==> src/rtl/scmi_mbox_arb_pkg.sv <==
// Shared types and constants for the SCMI mailbox channel arbiter.
package scmi_mbox_arb_pkg;

  localparam int unsigned N_AGENTS_DEF = 4;

  typedef enum logic [1:0] {
    IDLE      = 2'd0,
    GRANT     = 2'd1,
    WAIT_CMPL = 2'd2
  } scmi_arb_state_e;

  // Owner index width; never below one bit.
  function automatic int unsigned id_w(input int unsigned n);
    return (n <= 2) ? 1 : $clog2(n);
  endfunction

endpackage

==> src/rtl/scmi_rr_picker.sv <==
// Combinational round-robin picker: first requester at or after last_i+1, wrapping.
module scmi_rr_picker
  import scmi_mbox_arb_pkg::*;
#(
  parameter int unsigned N_AGENTS = N_AGENTS_DEF,
  localparam int unsigned ID_W = id_w(N_AGENTS)
) (
  input  logic [N_AGENTS-1:0] req_i,
  input  logic [ID_W-1:0]     last_i,
  output logic [ID_W-1:0]     winner_o,
  output logic                any_o
);

  logic [ID_W-1:0] cand;

  // Walk from farthest to nearest so the nearest requester overwrites the rest.
  always_comb begin
    winner_o = '0;
    cand     = '0;
    any_o    = |req_i;
    for (int unsigned i = N_AGENTS; i >= 1; i--) begin
      cand = ID_W'((32'(last_i) + i) % N_AGENTS);
      if (req_i[cand]) winner_o = cand;
    end
  end

endmodule

==> src/rtl/scmi_mbox_arbiter.sv <==
// Round-robin ownership arbiter for one SCMI mailbox channel shared by N_AGENTS.
// Define SCMI_MBOX_ARB_TIMEOUT_EN to build the WAIT_CMPL forced-release timer.
module scmi_mbox_arbiter
  import scmi_mbox_arb_pkg::*;
#(
  parameter int unsigned N_AGENTS       = N_AGENTS_DEF,
  parameter int unsigned TIMEOUT_CYCLES = 1024,
  localparam int unsigned ID_W = id_w(N_AGENTS)
) (
  input  logic                clk_i,
  input  logic                rst_i,
  input  logic [N_AGENTS-1:0] req_i,
  output logic [N_AGENTS-1:0] gnt_o,
  input  logic                doorbell_i,
  input  logic                completion_i,
  output logic [N_AGENTS-1:0] done_o,
  output logic [N_AGENTS-1:0] timeout_o,
  output logic [ID_W-1:0]     owner_o,
  output logic                busy_o
);

  if (N_AGENTS < 2 || N_AGENTS > 16) begin : g_bad_n_agents
    $error("scmi_mbox_arbiter: N_AGENTS must be in 2..16");
  end
  if (TIMEOUT_CYCLES < 2) begin : g_bad_timeout
    $error("scmi_mbox_arbiter: TIMEOUT_CYCLES must be >= 2");
  end

  scmi_arb_state_e     state_q, state_d;
  logic [N_AGENTS-1:0] gnt_q, gnt_d;
  logic [N_AGENTS-1:0] done_q, done_d;
  logic [ID_W-1:0]     owner_q, owner_d;
  logic [ID_W-1:0]     last_q, last_d;
  logic                busy_q, busy_d;
  logic [ID_W-1:0]     winner;
  logic                any_req;

`ifdef SCMI_MBOX_ARB_TIMEOUT_EN
  localparam int unsigned CNT_W = $clog2(TIMEOUT_CYCLES + 1);
  logic [CNT_W-1:0]    cnt_q, cnt_d;
  logic [N_AGENTS-1:0] tmo_q, tmo_d;
`endif

  scmi_rr_picker #(.N_AGENTS(N_AGENTS)) u_picker (
    .req_i    (req_i),
    .last_i   (last_q),
    .winner_o (winner),
    .any_o    (any_req)
  );

  // Next-state and next-output logic.
  always_comb begin
    state_d = state_q;
    gnt_d   = gnt_q;
    done_d  = '0;
    owner_d = owner_q;
    last_d  = last_q;
    busy_d  = busy_q;
`ifdef SCMI_MBOX_ARB_TIMEOUT_EN
    cnt_d   = cnt_q;
    tmo_d   = '0;
`endif
    case (state_q)
      IDLE: begin
        if (any_req) begin
          state_d = GRANT;
          owner_d = winner;
          last_d  = winner;
          gnt_d   = N_AGENTS'(1) << winner;
          busy_d  = 1'b1;
        end
      end
      GRANT: begin
        // Doorbell beats a same-cycle request drop.
        if (doorbell_i) begin
          state_d = WAIT_CMPL;
`ifdef SCMI_MBOX_ARB_TIMEOUT_EN
          cnt_d   = '0;
`endif
        end else if (!req_i[owner_q]) begin
          state_d = IDLE;
          gnt_d   = '0;
          busy_d  = 1'b0;
        end
      end
      WAIT_CMPL: begin
        // Completion beats a same-cycle timeout expiry.
        if (completion_i) begin
          state_d = IDLE;
          done_d  = gnt_q;
          gnt_d   = '0;
          busy_d  = 1'b0;
        end
`ifdef SCMI_MBOX_ARB_TIMEOUT_EN
        else if (cnt_q == CNT_W'(TIMEOUT_CYCLES - 1)) begin
          state_d = IDLE;
          tmo_d   = gnt_q;
          gnt_d   = '0;
          busy_d  = 1'b0;
        end else begin
          cnt_d = cnt_q + CNT_W'(1);
        end
`endif
      end
      default: begin
        state_d = IDLE;
        gnt_d   = '0;
        busy_d  = 1'b0;
      end
    endcase
  end

  always_ff @(posedge clk_i) begin
    if (rst_i) begin
      state_q <= IDLE;
      gnt_q   <= '0;
      done_q  <= '0;
      owner_q <= '0;
      last_q  <= ID_W'(N_AGENTS - 1);
      busy_q  <= 1'b0;
    end else begin
      state_q <= state_d;
      gnt_q   <= gnt_d;
      done_q  <= done_d;
      owner_q <= owner_d;
      last_q  <= last_d;
      busy_q  <= busy_d;
    end
  end

`ifdef SCMI_MBOX_ARB_TIMEOUT_EN
  always_ff @(posedge clk_i) begin
    if (rst_i) begin
      cnt_q <= '0;
      tmo_q <= '0;
    end else begin
      cnt_q <= cnt_d;
      tmo_q <= tmo_d;
    end
  end
  assign timeout_o = tmo_q;
`else
  assign timeout_o = '0;
`endif

  assign gnt_o   = gnt_q;
  assign done_o  = done_q;
  assign owner_o = owner_q;
  assign busy_o  = busy_q;

endmodule

==> config.mk <==
export PLATFORM = sky130hd
export DESIGN_NAME = scmi_mbox_arbiter
export DESIGN_NICKNAME = d
export VERILOG_FILES = /design/src/rtl/scmi_mbox_arb_pkg.sv /design/src/rtl/scmi_rr_picker.sv /design/src/rtl/scmi_mbox_arbiter.sv
export SDC_FILE = /design/constraint.sdc
export NUM_CORES = 1
export LEC_CHECK = 0
export ABC_AREA = 1
export CORE_MARGIN = 5
export CORE_UTILIZATION = 40
export CTS_CLUSTER_DIAMETER = 200
export CTS_CLUSTER_SIZE = 14
export DETAILED_ROUTE_END_ITERATION = 8
export MAX_ROUTING_LAYER = met4
export PLACE_DENSITY = 0.66
export SETUP_SLACK_MARGIN = 0.2
export SLEW_MARGIN = 10
export SYNTH_ARGS = -nofsm -noshare
export SYNTH_HDL_FRONTEND = slang
export SYNTH_HIERARCHICAL = 1
export SYNTH_SLANG_ARGS = --single-unit
==> constraint.sdc <==
create_clock -name clk_i -period 4.56 [get_ports clk_i]
set_clock_uncertainty 0.05 [all_clocks]
set_input_delay 0.912 -clock clk_i [delete_from_list [all_inputs] [get_ports clk_i]]
set_output_delay 0.912 -clock clk_i [all_outputs]
set_load 0.01 [all_outputs]
# Yosys cells after proc, flatten, opt, wreduce, memory -nomap -nowiden
# Index checks and enable logic that the tools add are counted.
[op_classes]
shifts = 1
n_reduce_logical = 6
n_bitwise = 2
n_mux = 29
magnitude_cmp = 5
n_addsub = 4
eq_ne = 7
[ops]
columns = ["operator", "n"]
rows = [
  ["two-way mux 2 bit", 8],
  ["two-way mux 4 bit", 4],
  ["less-than comparator 2 x 3 -> 1 bit, second input constant", 5],
  ["case mux 4 bit (3 select lines)", 1],
  ["binary-select mux 1 bit (select 2 bit)", 5],
  ["two-way mux 1 bit", 9],
  ["!= test 2 bit, second input constant", 4],
  ["case mux 2 bit (3 select lines)", 1],
  ["adder 2 x 1 -> 2 bit, second input constant", 2],
  ["adder 2 bit, second input constant", 2],
  ["AND reduction 4 bit", 1],
  ["OR reduction 4 bit", 1],
  ["<< shifter 1 x 2 -> 4 bit, first input constant", 1],
  ["!= test 3 bit, second input constant", 1],
  ["case mux 1 bit (3 select lines)", 1],
  ["AND reduction 3 bit", 1],
  ["OR reduction 3 bit", 1],
  ["equality test 2 x 1 -> 1 bit, second input constant", 1],
  ["equality test 2 bit, second input constant", 1],
  ["zero test 2 bit", 1],
  ["inverter 1 bit", 2],
  ["AND reduction 2 bit", 1],
]
[word_totals]
in_bits = 8
elab_cells = 60
reg_bits = 15
out_inout_bits = 15

# Longest topological paths before layout
[logic_depth]
word_depth = 10
ltp_mapped = 16
mapped_depth_nobuf = 15

# Modules after synthesis
# The synthesis kept the hierarchy.
[by_module_without_submodules]
columns = ["mod", "seq_area_each_um2", "cells_each", "instances", "area_each_um2"]
rows = [
  ["scmi_mbox_arbiter", 300.3, 97, 1, 718.2],
  ["scmi_rr_picker", 0.0, 51, 1, 266.5],
]

# Least setup slack after synthesis
# No wires, ideal clock.
[synth_timing]
path_type = "input to register"
from = "input req_i[3]"
to = "register gnt_q[1] (netlist: gnt_o[1])"
cell_stages = 11
t_arrival_ns = 1.801
n_path_buf = 0
slack_ns = 2.599
t_required_ns = 4.400
setup_ns = 0.110
cell_sequence = "inv_1 > o21ai_2 > nand2_2 > o21ai_1 > nand2_1 > a21oi_2 > inv_1 > nand3_1 > nand4_1 > nand2_1 > nor2_1"
[synth_between]
elab_chain_cells = 9
elab_cells_between_ends = 21
cone_classes = "eq/ne: 2; shift: 1; mux: 16; reduce/logical: 2"
[synth_rtl]
columns = ["item", "line_no", "text"]
rows = [
  ["from (decl)", "scmi_mbox_arbiter.sv:12", "input logic [N_AGENTS-1:0] req_i,"],
  ["binary-select mux 1 bit (select 2 bit)", "scmi_rr_picker.sv:23", "if (req_i[cand]) winner_o = cand;"],
  ["two-way mux 1 bit (not written as such)", "scmi_rr_picker.sv:23", ""],
  ["two-way mux 2 bit (3 in series)", "scmi_rr_picker.sv:23", ""],
  ["two-way mux 2 bit (*)", "scmi_rr_picker.sv:23", ""],
  ["net winner[1]", "scmi_mbox_arbiter.sv:35", "logic [ID_W-1:0] winner;"],
  ["<< shifter 1 x 2 -> 4 bit (*)", "scmi_mbox_arbiter.sv:69", "gnt_d = N_AGENTS'(1) << winner;"],
  ["two-way mux 4 bit (*)", "scmi_mbox_arbiter.sv:65", "if (any_req) begin"],
  ["case mux 4 bit (3 select lines) (*)", "scmi_mbox_arbiter.sv:63", "case (state_q)"],
  ["to (signal assigned)", "scmi_mbox_arbiter.sv:123", "gnt_q <= gnt_d;"],
  ["to (decl)", "scmi_mbox_arbiter.sv:30", "logic [N_AGENTS-1:0] gnt_q, gnt_d;"],
]
# The timed path passes the listed nets; every way through them passes the cells marked *. The select of a mux whose other input is x is not followed.
# A chain may end at the register's enable or synchronous reset.

# Final worst setup path
[layout_timing]
from = "input req_i[0]"
to = "register gnt_q[0] (netlist: gnt_o[0])"
# Same word-level chain as after synthesis.

==> flow_summary.html <==
<table>
<tr><th>Metric</th><th>Value</th></tr>
<tr><th colspan="2">Worst setup path</th></tr>
<tr><td>Critical register-to-register path startpoint</td><td>last_q[0]</td></tr>
<tr><td>Startpoint class of the critical path</td><td>primary input</td></tr>
<tr><td>Largest stage delay on the critical path</td><td>0.53 ns</td></tr>
<tr><td>Worst reg2reg path endpoint</td><td>gnt_o[0]</td></tr>
<tr><td>Critical path class</td><td>primary input to register</td></tr>
<tr><td>CP startpoint</td><td>req_i[0]</td></tr>
<tr><td>Worst path most repeated cell</td><td>nand2_1</td></tr>
<tr><td>Worst R2R Setup Slack</td><td>2.72 ns</td></tr>
<tr><td>Type of destination of the critical path</td><td>register</td></tr>
<tr><td>Capture point of the worst path</td><td>gnt_o[0]</td></tr>
<tr><td>Count of cell instances traversed by the critical path</td><td>15</td></tr>
<tr><td>Cells traversed along the worst timing path</td><td>clkdlybuf4s50_1 -&gt; inv_1 -&gt; o21ai_2 -&gt; nand2_1 -&gt; nand2_1 -&gt; inv_2 -&gt; nand2_1 -&gt; nand2_1 -&gt; nand2_1 -&gt; nand2_1 -&gt; inv_1 -&gt; nand3_1 -&gt; nand4_1 -&gt; nand2_1 -&gt; nor2_1</td></tr>
<tr><td>Kind of cell adding the most delay to the critical path</td><td>buffers and inverters</td></tr>
<tr><td>Worst path required time</td><td>4.73 ns</td></tr>
<tr><td>Cell count of the worst reg-to-reg path</td><td>11</td></tr>
<tr><td>Critical-path maximum fanout</td><td>4</td></tr>
<tr><td>Buffers &amp; Inverters on Critical Path</td><td>4</td></tr>
<tr><td>Slowest-stage cell, CP</td><td>clkdlybuf4s50_1</td></tr>
<tr><td>CP Data Arrival Time</td><td>2.54 ns</td></tr>
<tr><th colspan="2">Floorplanning</th></tr>
<tr><td>Die Width</td><td>59.6 um</td></tr>
<tr><td>Count of standard-cell rows</td><td>18</td></tr>
<tr><td>Count of pins on the block boundary</td><td>23</td></tr>
<tr><td>CORE AREA</td><td>2410 um^2</td></tr>
<tr><td>DIE AREA</td><td>3550 um^2</td></tr>
<tr><td>Die span in y</td><td>59.6 um</td></tr>
<tr><td>Starting density of the core</td><td>40.9%</td></tr>
<tr><th colspan="2">Logic synthesis</th></tr>
<tr><td>Most used flip-flop cell after synthesis</td><td>dfxtp_1</td></tr>
<tr><td>Unique cell type count in the Yosys netlist</td><td>21</td></tr>
<tr><td>Cells after synthesis</td><td>148</td></tr>
<tr><td>Biggest area consumer among synthesized cells</td><td>dfxtp_1</td></tr>
<tr><td>Synthesized flop and latch total</td><td>15</td></tr>
<tr><td>Combined area of all synthesized cells</td><td>985 um^2</td></tr>
<tr><td>Number of flops mapped to enable cells by yosys</td><td>0</td></tr>
<tr><td>Post-synth top area share</td><td>30.5%</td></tr>
<tr><td>Count of synthesis-stage warnings from yosys</td><td>6</td></tr>
<tr><td>Mean post-synth cell area</td><td>6.65 um^2</td></tr>
<tr><td>Sequential-to-total area share from yosys stat</td><td>30.5%</td></tr>
<tr><td>FFs w/ async S/R, synth</td><td>0%</td></tr>
<tr><td>Most used standard cells in the synthesized netlist</td><td>nand2_1 (41), inv_1 (21), dfxtp_1 (15)</td></tr>
<tr><td>Most common cell in the netlist</td><td>nand2_1</td></tr>
<tr><td>Most area-consuming cells after synthesis</td><td>dfxtp_1 (30%), nand2_1 (16%), inv_1 (8.0%)</td></tr>
<tr><th colspan="2">Timing</th></tr>
<tr><td>Setup tns final</td><td>0 ns</td></tr>
<tr><td>Number of pins with negative max-slew slack in the final report</td><td>0</td></tr>
<tr><td>Hold Vio Cnt, Final</td><td>0</td></tr>
<tr><td>Share of the clock period used by the worst path</td><td>51.9%</td></tr>
<tr><td>Final worst hold slack</td><td>0.408 ns</td></tr>
<tr><td>Unrepaired setup endpoints after global routing</td><td>no</td></tr>
<tr><td>Peak clock frequency supported by timing</td><td>422 MHz</td></tr>
<tr><td>Final setup viols</td><td>0</td></tr>
<tr><td>Post-route minimum period</td><td>2.37 ns</td></tr>
<tr><th colspan="2">Cells and area</th></tr>
<tr><td>Post-Layout Cell Count</td><td>198</td></tr>
<tr><td>Fraction of layout instances using a drive strength above 1</td><td>20.2%</td></tr>
<tr><td>Design area</td><td>1200 um^2</td></tr>
<tr><td>Multi-input gate area in the final layout</td><td>538 um^2</td></tr>
<tr><td>Filler instances</td><td>242</td></tr>
<tr><td>Signed area change from the synthesized netlist to the final layout</td><td>21.7%</td></tr>
<tr><td>Register area</td><td>300 um^2</td></tr>
<tr><td>Net count of the finished layout</td><td>177</td></tr>
<tr><td>Antenna fix cells</td><td>0</td></tr>
<tr><th colspan="2">Clock tree</th></tr>
<tr><td>CTS HTree Levels</td><td>1</td></tr>
<tr><td>Clock transition at path regs</td><td>0.09 ns</td></tr>
<tr><td>Deepest clock path buffer count</td><td>2</td></tr>
<tr><td>Clock buffers created by TritonCTS</td><td>3</td></tr>
<tr><td>Root Buffer Master</td><td>clkbuf_4</td></tr>
<tr><td>Cells resized by post-CTS repair</td><td>0</td></tr>
<tr><td>Sink Count</td><td>15</td></tr>
<tr><td>CTS tree</td><td>built</td></tr>
<tr><td>Cts-stage hold buffer count</td><td>0</td></tr>
<tr><td>Buffer count from post-CTS setup fixing</td><td>0</td></tr>
<tr><td>Clock network latency to the later pin of the worst-skew pair</td><td>0.28 ns</td></tr>
<tr><th colspan="2">Placed design</th></tr>
<tr><td>Number of placed instances, taps included</td><td>194</td></tr>
<tr><td>Port-buffer cells</td><td>18</td></tr>
<tr><td>Total placed instance area</td><td>1170 um^2</td></tr>
<tr><td>Detail Placement HPWL</td><td>1680 um</td></tr>
<tr><td>Final estimated routing congestion in global placement</td><td>0.820</td></tr>
<tr><th colspan="2">Run status</th></tr>
<tr><td>Result of the run</td><td>finished clean</td></tr>
<tr><th colspan="2">Drt</th></tr>
<tr><td>Average wire per cell in the routed design</td><td>10.3 um</td></tr>
<tr><td>Number of detailed-route iterations in the first pass</td><td>4</td></tr>
<tr><td>Via density per instance</td><td>4.59</td></tr>
<tr><td>Number of violations reported at the end of detailed-routing iteration 0</td><td>24</td></tr>
<tr><td>Vias post-DR</td><td>909</td></tr>
<tr><td>Count of nets left with antenna violations after detail routing</td><td>0</td></tr>
<tr><td>Total length of routed wires</td><td>2040 um</td></tr>
<tr><td>Number of remaining DRC errors</td><td>0</td></tr>
<tr><th colspan="2">Pwr</th></tr>
<tr><td>Switching power of the nets</td><td>0.000268 W</td></tr>
<tr><td>PD cells</td><td>495 nW/um^2</td></tr>
<tr><td>Share of power burned in combinational logic</td><td>55.3%</td></tr>
<tr><td>Portion of total power attributed to sequential cells</td><td>31.7%</td></tr>
<tr><td>VDD IR-drop max</td><td>217 uV</td></tr>
<tr><td>Share of total power in the clock network</td><td>13.0%</td></tr>
<tr><td>Sw frac</td><td>45.3%</td></tr>
<tr><td>Total power draw</td><td>0.000593 W</td></tr>
<tr><td>Leakage</td><td>0.602 nW</td></tr>
<tr><td>Internal power summed over all cells</td><td>0.000325 W</td></tr>
<tr><th colspan="2">Global route</th></tr>
<tr><td>Leftover overflow at the end of global routing</td><td>0</td></tr>
<tr><td>Antenna violations before repair</td><td>0</td></tr>
<tr><td>Pin count of the biggest net entering global routing</td><td>12</td></tr>
<tr><td>Number of global-route vias before repair</td><td>834</td></tr>
<tr><td>Wire length of the first global-routing pass</td><td>3510 um</td></tr>
<tr><td>All-layer global routing usage</td><td>12.9%</td></tr>
<tr><th colspan="2">Run</th></tr>
<tr><td>Max Cap Viol</td><td>0</td></tr>
<tr><th colspan="2">Hold path</th></tr>
<tr><td>Class of the worst hold path</td><td>register to register</td></tr>
</table>
how the worst min path moves through the flow:
| stage | from | end | slack, ns | cells past startpoint |
|---|---|---|---|---|
| after floorplan | last_q[0] | last_q[0] | 0.41 | 2 |
| after global placement | gnt_o[3] | done_o[3] | 0.40 | 2 |
| after detailed placement | gnt_o[1] | done_o[1] | 0.40 | 2 |
| after CTS | gnt_o[1] | done_o[1] | 0.41 | 2 |
| after global routing | busy_o | busy_o | 0.45 | 2 |
| final | gnt_o[1] | done_o[1] | 0.41 | 2 |
registers in the layout, indices dropped and copies added, names as in the netlist:
register	count
gnt_o	4
busy_o	1
done_o	4
state_q	2
owner_o	2
last_q	2
worst min-delay path, stage by stage, from the launching register on:
cell,delay [ns]
dfxtp_1,0.32
inv_1,0.06
nor2_1,0.04
area by class of cell:
cell class | instances | area share (%)
repair buffers | 18 | 15.0
well taps | 30 | 3.13
multi-input cells | 102 | 44.9
inverters | 29 | 9.71
flip-flops and latches | 15 | 25.1
clock buffers | 4 | 2.19
routing by layer:
layer  part of all wire [%]  vias up  track usage (%)
met5                      0        -                -
met4                      0        0             3.80
met3                    4.3        0             1.74
met2                     48       20             20.4
met1                     48      394             17.0
li1                       -      495                -
kinds of logic (layout without fill, tap and decap cells):
logic type	count (synthesis)	in the layout	share of synthesized area [%]
flip-flops	15	15	30.5
other	1	4	0.381
AND/OR/NAND/NOR	86	86	44.7
AO/OA/AOI/OAI	12	12	8.39
buffers and inverters	34	51	16.0
cell usage in the layout, fill, tap and decap left out, types with 3 or more instances in the layout:
| master | n |
|---|---|
| inv_1 | 21 |
| inv_2 | 5 |
| nand2_2 | 10 |
| nor2_1 | 10 |
| dfxtp_1 | 15 |
| nand4_1 | 6 |
| conb_1 | 4 |
| clkbuf_4 | 3 |
| inv_4 | 3 |
| nand3_1 | 10 |
| o21ai_2 | 4 |
| a21oi_1 | 5 |
| clkdlybuf4s50_1 | 18 |
| nand2_1 | 41 |
stage by stage:
stage | utilization (%) | worst slack [ns]
after floorplan | - | 2.60
after global placement | 48.7 | 1.96
after detailed placement | 48.7 | 1.90
after CTS | 49.7 | 2.19
after global routing | 49.7 | 2.03
final | 49.7 | 2.19
power groups by stage:
stage	sequential, W	combinational (W)	clock [W]
global route	0.000195	0.000374	0.0000876
CTS	0.000189	0.000329	0.0000785
floorplan	0.000188	0.000252	0
global placement	0.000191	0.000321	0
detailed placement	0.000192	0.000327	0
finish	0.000188	0.000328	0.0000769
(Power assumes the default switching activity.)
